`config.mk`:
```
export PLATFORM = sky130hd
export DESIGN_NAME = mux_store_sync
export DESIGN_NICKNAME = d
export VERILOG_FILES = /design/src/rtl/mux_store_sync.sv
export SDC_FILE = /design/constraint.sdc
export NUM_CORES = 1
export LEC_CHECK = 0
export CELL_PAD_IN_SITES_DETAIL_PLACEMENT = 1
export CELL_PAD_IN_SITES_GLOBAL_PLACEMENT = 2
export CORE_AREA = 2 2 42 44
export DETAILED_ROUTE_END_ITERATION = 8
export DIE_AREA = 0 0 44 46
export DONT_BUFFER_PORTS = 1
export GPL_ROUTABILITY_DRIVEN = 0
export GPL_TIMING_DRIVEN = 1
export HOLD_SLACK_MARGIN = 0.02
export PLACE_DENSITY = 0.62
export SYNTH_ARGS = -nofsm -noshare
export SYNTH_HDL_FRONTEND = slang
export SYNTH_SLANG_ARGS = --single-unit
```
`constraint.sdc`:
```
create_clock -name clk -period 1.2 [get_ports clk]
set_input_delay 0.24 -clock clk [delete_from_list [all_inputs] [get_ports clk]]
set_output_delay 0.24 -clock clk [all_outputs]
set_load 0.02 [all_outputs]
```
`src/rtl/mux_store_sync.sv`:
```
// N-input multiplexer with an edge-qualified capture register and a shift history.
// The stored word only updates on a detected active edge of Cen while HOLD is low.
module mux_store_sync #(
    parameter int WIDTH = 4,
    parameter int NIN   = 2,
    parameter int SELW  = $clog2(NIN),
    parameter int DEPTH = 1,
    parameter int EDGE  = 0
) (
    input  logic                   clk,
    input  logic                   VIDEO_RST,
    input  logic                   Cen,
    input  logic                   HOLD,
    input  logic [SELW-1:0]        SEL,
    input  logic [NIN*WIDTH-1:0]   D,
    output logic [WIDTH-1:0]       Q,
    output logic [DEPTH*WIDTH-1:0] H,
    output logic [DEPTH-1:0]       HV,
    output logic                   QV,
    output logic                   STB
);

    // Cen level that arms the detector; an edge is a departure from it
    localparam logic CEN_IDLE = (EDGE == 0) ? 1'b1 : 1'b0;
    localparam int   NSLOT    = 2 ** SELW;

    logic                   last_cen_q, last_cen_d;
    logic [WIDTH-1:0]       q_q, q_d;
    logic [DEPTH*WIDTH-1:0] h_q, h_d;
    logic [DEPTH-1:0]       hv_q, hv_d;
    logic                   qv_q, qv_d;
    logic                   stb_q, stb_d;

    logic                   edge_s;
    logic                   capture_s;
    logic [WIDTH-1:0]       sel_word_s;
    logic [WIDTH-1:0]       d_arr [NSLOT];

    // Unused select codes fold back onto input 0
    for (genvar k = 0; k < NSLOT; k++) begin : g_in
        if (k < NIN) begin : g_real
            assign d_arr[k] = D[k*WIDTH +: WIDTH];
        end else begin : g_fold
            assign d_arr[k] = D[WIDTH-1:0];
        end
    end

    assign sel_word_s = d_arr[SEL];

    // Edge detection and capture qualification
    always_comb begin
        if (EDGE == 0) begin
            edge_s = ~Cen & last_cen_q;
        end else begin
            edge_s = Cen & ~last_cen_q;
        end
        capture_s = edge_s & ~HOLD;
    end

    // Next-state for the stored word, history and strobe
    always_comb begin
        last_cen_d = Cen;
        q_d        = q_q;
        h_d        = h_q;
        hv_d       = hv_q;
        qv_d       = qv_q;
        stb_d      = capture_s;
        if (capture_s) begin
            q_d               = sel_word_s;
            h_d[WIDTH-1:0]    = q_q;
            hv_d[0]           = qv_q;
            for (int j = 1; j < DEPTH; j++) begin
                h_d[j*WIDTH +: WIDTH] = h_q[(j-1)*WIDTH +: WIDTH];
                hv_d[j]               = hv_q[j-1];
            end
            qv_d              = 1'b1;
        end else begin
            q_d  = q_q;
            h_d  = h_q;
            hv_d = hv_q;
            qv_d = qv_q;
        end
    end

    // State registers; reset re-arms the detector at the idle level
    always_ff @(posedge clk or posedge VIDEO_RST) begin
        if (VIDEO_RST) begin
            last_cen_q <= CEN_IDLE;
            q_q        <= '0;
            h_q        <= '0;
            hv_q       <= '0;
            qv_q       <= 1'b0;
            stb_q      <= 1'b0;
        end else begin
            last_cen_q <= last_cen_d;
            q_q        <= q_d;
            h_q        <= h_d;
            hv_q       <= hv_d;
            qv_q       <= qv_d;
            stb_q      <= stb_d;
        end
    end

    assign Q   = q_q;
    assign H   = h_q;
    assign HV  = hv_q;
    assign QV  = qv_q;
    assign STB = stb_q;

endmodule

```
==> results.cfg, run 1 <==
[die]
die_area_um2 = 2024
pin_count = 24
die_w_um = 44
initial_core_util_pct = 29.84
rows = 15
core_um2 = 1614
die_y_um = 46

[global_route]
grt_max_degree = 13
grt_pass1_wl_mm = 1.511
gr-total-overflow = 0
grt_use_total_pct = 11.23
grt_pass1_vias = 314
antenna_found_initial = 0

[drt]
detail_route.vias_per_cell = 4.926
antenna_left = 0
route.detailed.drc = 0
route.vias.total = 266
routed_wl_um = 950
routedWlPerCell_um = 17.59
first_pass_iters = 2
drtIter0Drc = 4

[worst_setup_path]
crit_required_ns = 1.35
arrival_ns = 1.48
r2r.worst_path.cells = 3
crit-reg2reg-launch = last_cen_q$_DFF_PP1_
worstPathCellList = nor3b_4, buf_6, mux2_4
crit_path_top_delay_cell = dfstp_2
reg2reg_slack_ns = -0.13
cp_top_family = flip-flops
startpoint_type = flip-flop
critPathMaxFanout = 5
cp.depth = 3
crit_buf_inv = 1
cp-end-kind = flip-flop
crit_path_max_incr_delay_ns = 0.53
rr_endpoint = Q[0]$_DFFE_PP0P_
critPathKind = reg2reg

[clocking]
cts_setup_buffers = 0
clock_path_buffers = 2
cts_tree = done
cts_root_buffer = clkbuf_4
clock_latency_ns = 0.26
cts_made_buffers = 3
htreeDepth = 1
clkSinkCount = 12
clkSlewWorstSetupHoldPaths_ns = 0.07

[synthesis]
synth_top_area_share_pct = 57.14
yosys.area_share.simple_pct = 3.896
synth_compound_area_share_pct = 0
yosys_warnings = 0
synth_xor_area_share_pct = 0
ys_ff_latch = 12
synthDistinctLibCells = 7
synth_area_um2 = 481.7
synth.area.top_cells = dfrtp_1 (57%), mux2_2 (30%), dfstp_2 (5.5%)
avgSynthCellArea_um2 = 16.61
yosysSeqAreaShare_pct = 62.60
synth_top_family_by_area = multiplexers
synth_nets = 42
synth_mux_area_share_pct = 30.39
yosysTopAreaCell = dfrtp_1
yosys.area_share.adder_pct = 0
syn-instance-count = 29

[sta]
rsz0062_at_grt = yes
finalCritPeriodShare_pct = 110.9
slew_viol_final = 0
layout_setup_ws_ns = -0.1304
hold_violations = 0
slew_headroom_pct = 69.51
fin_worst_skew_ns = 0.0001923
fin_crit_ns = 1.330
tightest_slew_ns = 0.4569
max_freq_ghz = 0.7517
setup_violations = 9

[cells_and_area]
area_delta_synth_final_pct = 27.53
final_util_pct = 38.06
finalInstanceArea_um2 = 614.3
drive_above_1_share_pct = 62.16
antenna_cells = 0
nNetsFinal = 51

[min_path]
hold_class = in2reg
hold_end = STB$_DFF_PP0_
worstHoldStart = Cen
hold-path-cell-count = 2

[status]
violations = setup timing
status = finished with violations

[pwr]
power_density_nw_per_um2 = 1820
power.leakage_uw = 0.0002743
peakVddDrop_mv = 0.8234

[flow_run]
drv_cap = 0

[place]
io_buffers = 0
dpl_cell_area_um2 = 550.5
[cell usage in the layout (no fill, tap or decap), drive strengths merged]
cell type / netlist / routed
dfstp: 1 / 1
buf: 1 / 3
mux2: 13 / 13
clkbuf: 0 / 4
inv: 1 / 1
or2: 1 / 1
dlygate4sd3: 0 / 2
dfrtp: 11 / 11
nor3b: 1 / 1
[flip-flops by register name, summed over array words and instances (netlist names)]
name,count
QV,1
HV,1
last_cen_q,1
STB,1
H,4
Q,4
[cell families after synthesis]
| kind of cell | count (synthesis) |
|---|---|
| flip-flops | 12 |
| buffers and inverters | 2 |
| AND/OR/NAND/NOR | 2 |
| multiplexers | 13 |
[what timing repair did]
| item | in CTS | in global routing |
|---|---|---|
| pin swaps | 0 | 0 |
| setup endpoints to repair | 9 | 9 |
| hold buffers | 2 | 0 |
| resized for setup | 2 | 0 |
| endpoints found under the hold margin | 12 | 0 |
[cells in the mapped netlist, drive strengths merged]
| cell type | n |
|---|---|
| dfstp | 1 |
| buf | 1 |
| or2 | 1 |
| dfrtp | 11 |
| nor3b | 1 |
| inv | 1 |
| mux2 | 13 |
[worst max-delay path by stage]
stage / from / end / slack [ns]
2_1_floorplan: last_cen_q$_DFF_PP1_ / HV$_DFFE_PP0P_ / -0.08
3_3_place_gp: last_cen_q$_DFF_PP1_ / Q[0]$_DFFE_PP0P_ / -0.11
3_5_place_dp: last_cen_q$_DFF_PP1_ / H[1]$_DFFE_PP0P_ / -0.14
4_1_cts: last_cen_q$_DFF_PP1_ / H[3]$_DFFE_PP0P_ / -0.14
5_1_grt: last_cen_q$_DFF_PP1_ / Q[0]$_DFFE_PP0P_ / -0.19
6_report: last_cen_q$_DFF_PP1_ / Q[0]$_DFFE_PP0P_ / -0.13
[power by group]
| group | internal, uW | total, uW | leakage [uW] | switching (uW) |
|---|---|---|---|---|
| registers | 483 | 650 | 0.000137 | 167 |
| logic | 122 | 160 | 0.000116 | 38.7 |
| clock network | 184 | 308 | 0.0000210 | 123 |
[stage by stage]
stage	power, uW	hold slack, ns	TNS [ns]	cells	worst slack, ns
2_1_floorplan	767.6	0.1040	-0.6393	29	-0.07992
3_3_place_gp	798.1	0.1531	-0.8034	48	-0.1082
3_5_place_dp	812.4	0.1712	-1.124	48	-0.1443
4_1_cts	1140	0.1752	-1.187	54	-0.1445
5_1_grt	1180	0.1671	-1.596	54	-0.1863
6_report	1118	0.1865	-1.105	54	-0.1304
[routing by layer]
metal	vias up	GRT usage (%)	share of wire (%)
met3	2	9.127	10
li1	115	-	-
met4	0	1.818	0.53
met5	-	0	0
met1	131	10.73	39
met2	18	19.12	50
[layout make-up]
cell class,count,area (um2)
Fill cell,162,999.7
Sequential cell,12,301.5
Multi-Input combinational cell,15,205.2
Timing Repair Buffer,5,46.29
Clock buffer,4,36.28
Tap cell,17,21.27
Inverter,1,3.754
Note: power is estimated with default switching activity, not from simulation.
==> run 2: changes to the inputs <==
--- a/config.mk
+++ b/config.mk
@@ -5,6 +5,7 @@
 export SDC_FILE = /design/constraint.sdc
 export NUM_CORES = 1
 export LEC_CHECK = 0
+export ABC_CLOCK_PERIOD_IN_PS = 1200
 export CELL_PAD_IN_SITES_DETAIL_PLACEMENT = 1
 export CELL_PAD_IN_SITES_GLOBAL_PLACEMENT = 2
 export CORE_AREA = 2 2 42 44
@@ -12,8 +13,8 @@
 export DIE_AREA = 0 0 44 46
 export DONT_BUFFER_PORTS = 1
 export GPL_ROUTABILITY_DRIVEN = 0
-export GPL_TIMING_DRIVEN = 1
 export HOLD_SLACK_MARGIN = 0.02
+export MAX_ROUTING_LAYER = met4
 export PLACE_DENSITY = 0.62
 export SYNTH_ARGS = -nofsm -noshare
 export SYNTH_HDL_FRONTEND = slang
==> results.cfg, run 2 (synthesized netlist as in run 1, its figures left out) <==
[sta]
slew_viol_final = 0
fin_worst_skew_ns = 0.0002141
fin_crit_ns = 1.330
hold_violations = 0
tightest_slew_ns = 0.4577
rsz0062_at_grt = yes
max_freq_ghz = 0.7517
slew_headroom_pct = 69.45
finalCritPeriodShare_pct = 110.9
tns_ns = -1.107
setup_violations = 9
layout_setup_ws_ns = -0.1304

[place]
io_buffers = 0
preCtsSetupSlack_ns = -0.1443

[clocking]
cts_root_buffer = clkbuf_4
clkSlewWorstSetupHoldPaths_ns = 0.07
cts_tree = done
clock_path_buffers = 2
clkSinkCount = 12
clock_latency_ns = 0.26
htreeDepth = 1
cts_made_buffers = 3

[global_route]
antenna_found_initial = 0
gr-total-overflow = 0
grt_pass1_vias = 312
grt_max_degree = 13
grt_pass1_wl_mm = 1.524
grt_use_total_pct = 11.65

[min_path]
hold-path-cell-count = 2
hold_class = in2reg
worstHoldStart = Cen

[cells_and_area]
final_cell_mix = dfrtp_1 (11), mux2_4 (9), mux2_2 (4), clkbuf_4 (3)
antenna_cells = 0
regArea_um2 = 301.5
nNetsFinal = 51
drive_above_1_share_pct = 62.16
fillers = 162
multi_input_area_um2 = 205.2
final_common_cell = dfrtp_1
area_delta_synth_final_pct = 27.53

[drt]
first_pass_iters = 2
routedWlPerCell_um = 17.63
detail_route.vias_per_cell = 4.963
antenna_left = 0
route.vias.total = 268
drtIter0Drc = 4
route.detailed.drc = 0
routed_wl_um = 952

[worst_setup_path]
startpoint_type = flip-flop
crit_required_ns = 1.35
critPathKind = reg2reg
crit_path_top_delay_cell = dfstp_2
cp-end-kind = flip-flop
arrival_ns = 1.48
crit-reg2reg-launch = last_cen_q$_DFF_PP1_
crit_start = last_cen_q$_DFF_PP1_
r2r.worst_path.cells = 3
worstPathCellList = nor3b_4, buf_6, mux2_4
crit_path_max_incr_delay_ns = 0.53
critPathMaxFanout = 5
reg2reg_slack_ns = -0.13

[die]
initial_core_util_pct = 29.84
die_y_um = 46
pin_count = 24
die_area_um2 = 2024
die_w_um = 44
core_um2 = 1614
rows = 15

[pwr]
power_density_nw_per_um2 = 1820
power.leakage_uw = 0.0002743
peakVddDrop_mv = 0.8234

[flow_run]
drv_cap = 0

[status]
violations = setup timing
status = finished with violations
## run 2: cell counts in the layout (fill, tap and decap cells not counted)
Identical to the previous run, type by type.
## run 2: per-stage QoR
step / utilization (%) / area (um2) / cells / total power [uW] / hold WS (ns)
detailed placement: 34.11 / 550.5 / 48 / 812.4 / 0.1712
finish: 38.06 / 614.3 / 54 / 1118 / 0.1869
global route: 38.06 / 614.3 / 54 / 1180 / 0.1671
global placement: 34.11 / 550.5 / 48 / 798.1 / 0.1531
CTS: 38.06 / 614.3 / 54 / 1140 / 0.1752
floorplan: - / 518.0 / 29 / 767.6 / 0.1040
## run 2: critical path, delay by kind of cell (launching register included)
kind          cells  cell delay [ns]
mux               1             0.30
flops             1             0.53
simple gates      1             0.22
buf+inv           1             0.17
## run 2: final timing paths
check | endpoint
min in group asynchronous | STB$_DFF_PP0_
worst max-delay path | Q[0]$_DFFE_PP0P_
worst min register to register | QV$_DFFE_PP0P_
max in group asynchronous | last_cen_q$_DFF_PP1_
worst max register to register | Q[0]$_DFFE_PP0P_
worst min-delay path | STB$_DFF_PP0_
## run 2: cell type report
type                    instances  share of cell area, %
clock buffers                   4                  5.906
inverters                       1                 0.6110
multi-input cells              15                  33.40
flip-flops and latches         12                  49.08
well taps                      17                  3.462
repair buffers                  5                  7.536
## run 2: power breakdown
part | switching [uW] | internal [uW] | total, uW
clock network | 123 | 184 | 307
registers | 167 | 483 | 650
logic | 38.7 | 122 | 160
## run 2: metal layers
layer	routed length, um	part of all wire [%]	vias to the layer above	global-route usage (%)
met3	99	10	2	9.127
met5	0	0	-	-
met1	368	39	133	10.98
met2	478	50	18	19.12
met4	5	0.53	0	1.818
li1	-	-	115	-
## run 2: timing repair
item | in CTS | in global routing
hold buffers | 2 | 0
endpoints found under the hold margin | 12 | 0
buffers inserted | 0 | 0
gates resized for setup | 2 | 0
setup endpoints to repair | 9 | 9
==> run 3: changes to the inputs <==
--- a/config.mk
+++ b/config.mk
@@ -5,7 +5,6 @@
 export SDC_FILE = /design/constraint.sdc
 export NUM_CORES = 1
 export LEC_CHECK = 0
-export ABC_CLOCK_PERIOD_IN_PS = 1200
 export CELL_PAD_IN_SITES_DETAIL_PLACEMENT = 1
 export CELL_PAD_IN_SITES_GLOBAL_PLACEMENT = 2
 export CORE_AREA = 2 2 42 44
@@ -16,6 +15,7 @@
 export HOLD_SLACK_MARGIN = 0.02
 export MAX_ROUTING_LAYER = met4
 export PLACE_DENSITY = 0.62
+export SKIP_CTS_REPAIR_TIMING = 1
 export SYNTH_ARGS = -nofsm -noshare
 export SYNTH_HDL_FRONTEND = slang
 export SYNTH_SLANG_ARGS = --single-unit
==> constraint.sdc (replaced) <==
create_clock -name clk -period 1.1 [get_ports clk]
set_input_delay 0.22 -clock clk [delete_from_list [all_inputs] [get_ports clk]]
set_output_delay 0.22 -clock clk [all_outputs]
set_load 0.02 [all_outputs]
==> results.cfg, run 3 (synthesized netlist as in run 1, its figures left out) <==
[global_route]
antenna_found_initial = 0
gr-total-overflow = 0
grt_pass1_wl_mm = 1.497
grt_use_total_pct = 11.48
grt_max_degree = 13
grt_pass1_vias = 302

[drt]
detail_route.vias_per_cell = 4.963
route.detailed.drc = 0
antenna_left = 0
drtIter0Drc = 4
route.vias.total = 268
first_pass_iters = 2
routedWlPerCell_um = 17.57
routed_wl_um = 949

[status]
status = finished with violations
violations = setup timing

[worst_setup_path]
crit-reg2reg-launch = last_cen_q$_DFF_PP1_
crit_path_max_incr_delay_ns = 0.53
critPathKind = reg2reg
worstPathCellList = nor3b_4, buf_4, mux2_2
crit_path_top_delay_cell = dfstp_2
cp-end-kind = flip-flop
r2r.worst_path.cells = 3
crit_buf_inv = 1
critPathMaxFanout = 3
rr_endpoint = Q[3]$_DFFE_PP0P_
startpoint_type = flip-flop
reg2reg_slack_ns = -0.23
arrival_ns = 1.49
crit_required_ns = 1.25
cp_top_family = flip-flops

[clocking]
cts_made_buffers = 3
clkSlewWorstSetupHoldPaths_ns = 0.07
htreeDepth = 1
cts_tree = done
clkSinkCount = 12
clock_path_buffers = 2
cts_root_buffer = clkbuf_4
clock_latency_ns = 0.26

[cells_and_area]
antenna_cells = 0
area_delta_synth_final_pct = 26.75
stdcell_count = 54
drive_above_1_share_pct = 62.16
finalInstanceArea_um2 = 610.6
final_common_cell = dfrtp_1
nNetsFinal = 51
fillers = 165
final_cell_mix = dfrtp_1 (11), mux2_4 (8), mux2_2 (5), clkbuf_4 (3)
final_util_pct = 37.83

[die]
rows = 15
die_w_um = 44
die_area_um2 = 2024
die_y_um = 46
core_um2 = 1614
initial_core_util_pct = 29.84
pin_count = 24

[place]
preCtsSetupSlack_ns = -0.2443
io_buffers = 0
dp.cells = 48
dpl_cell_area_um2 = 550.5

[sta]
finalCritPeriodShare_pct = 121.2
layout_setup_ws_ns = -0.2334
fin_crit_ns = 1.333
whs_ns = 0.1670
tightest_slew_ns = 0.4577
slew_headroom_pct = 69.45
fin_worst_skew_ns = 0.0002141
max_freq_ghz = 0.7500
slew_viol_final = 0
hold_violations = 0
setup_violations = 9
rsz0062_at_grt = yes

[min_path]
hold-path-cell-count = 2
hold_class = in2reg
worstHoldStart = Cen
hold_end = STB$_DFF_PP0_

[flow_run]
drv_cap = 0

[pwr]
power_density_nw_per_um2 = 1988
power.leakage_uw = 0.0002709
peakVddDrop_mv = 0.8983
[run 3: cell types whose count changed in the layout (fill, tap and decap cells not counted)]
cell and delta:
mux2_2 +1, mux2_4 -1
[run 3: area by class of cell]
class | count | area [um2] | share of cell area, %
multi-input combinational | 15 | 201.4 | 32.99
clock buffer | 4 | 36.28 | 5.943
sequential | 12 | 301.5 | 49.39
timing repair buffer | 5 | 46.29 | 7.582
tap | 17 | 21.27 | 3.484
inverter | 1 | 3.754 | 0.6148
[run 3: per-layer routing]
| metal | GRT usage [%] | part of all wire [%] |
|---|---|---|
| met5 | - | 0 |
| met4 | 1.818 | 0.53 |
| met3 | 9.127 | 11 |
| met2 | 18.82 | 50 |
| met1 | 10.73 | 38 |
[run 3: worst max-delay path by stage]
| stage | to | start | depth (start not counted) |
|---|---|---|---|
| finish | Q[3]$_DFFE_PP0P_ | last_cen_q$_DFF_PP1_ | 3 |
| global route | Q[3]$_DFFE_PP0P_ | last_cen_q$_DFF_PP1_ | 3 |
| CTS | Q[0]$_DFFE_PP0P_ | last_cen_q$_DFF_PP1_ | 3 |
| detailed placement | H[1]$_DFFE_PP0P_ | last_cen_q$_DFF_PP1_ | 3 |
| global placement | Q[0]$_DFFE_PP0P_ | last_cen_q$_DFF_PP1_ | 3 |
| floorplan | HV$_DFFE_PP0P_ | last_cen_q$_DFF_PP1_ | 3 |
[run 3: worst register-to-register path: stages (launching register included)]
cell and delay (ns):
dfstp_2 0.53, nor3b_4 0.22, buf_4 0.16, mux2_2 0.32
[run 3: metrics by stage]
step                power, uW  TNS [ns]
floorplan               837.4    -1.488
global placement        870.7    -1.703
detailed placement      886.2    -2.024
CTS                      1231    -2.115
global route             1282    -2.560
finish                   1214    -2.034
[run 3: report_power, final]
group          switching (uW)  total, uW  internal, uW
clock network             135        335           201
registers                 182        709           527
logic                    41.5        170           128
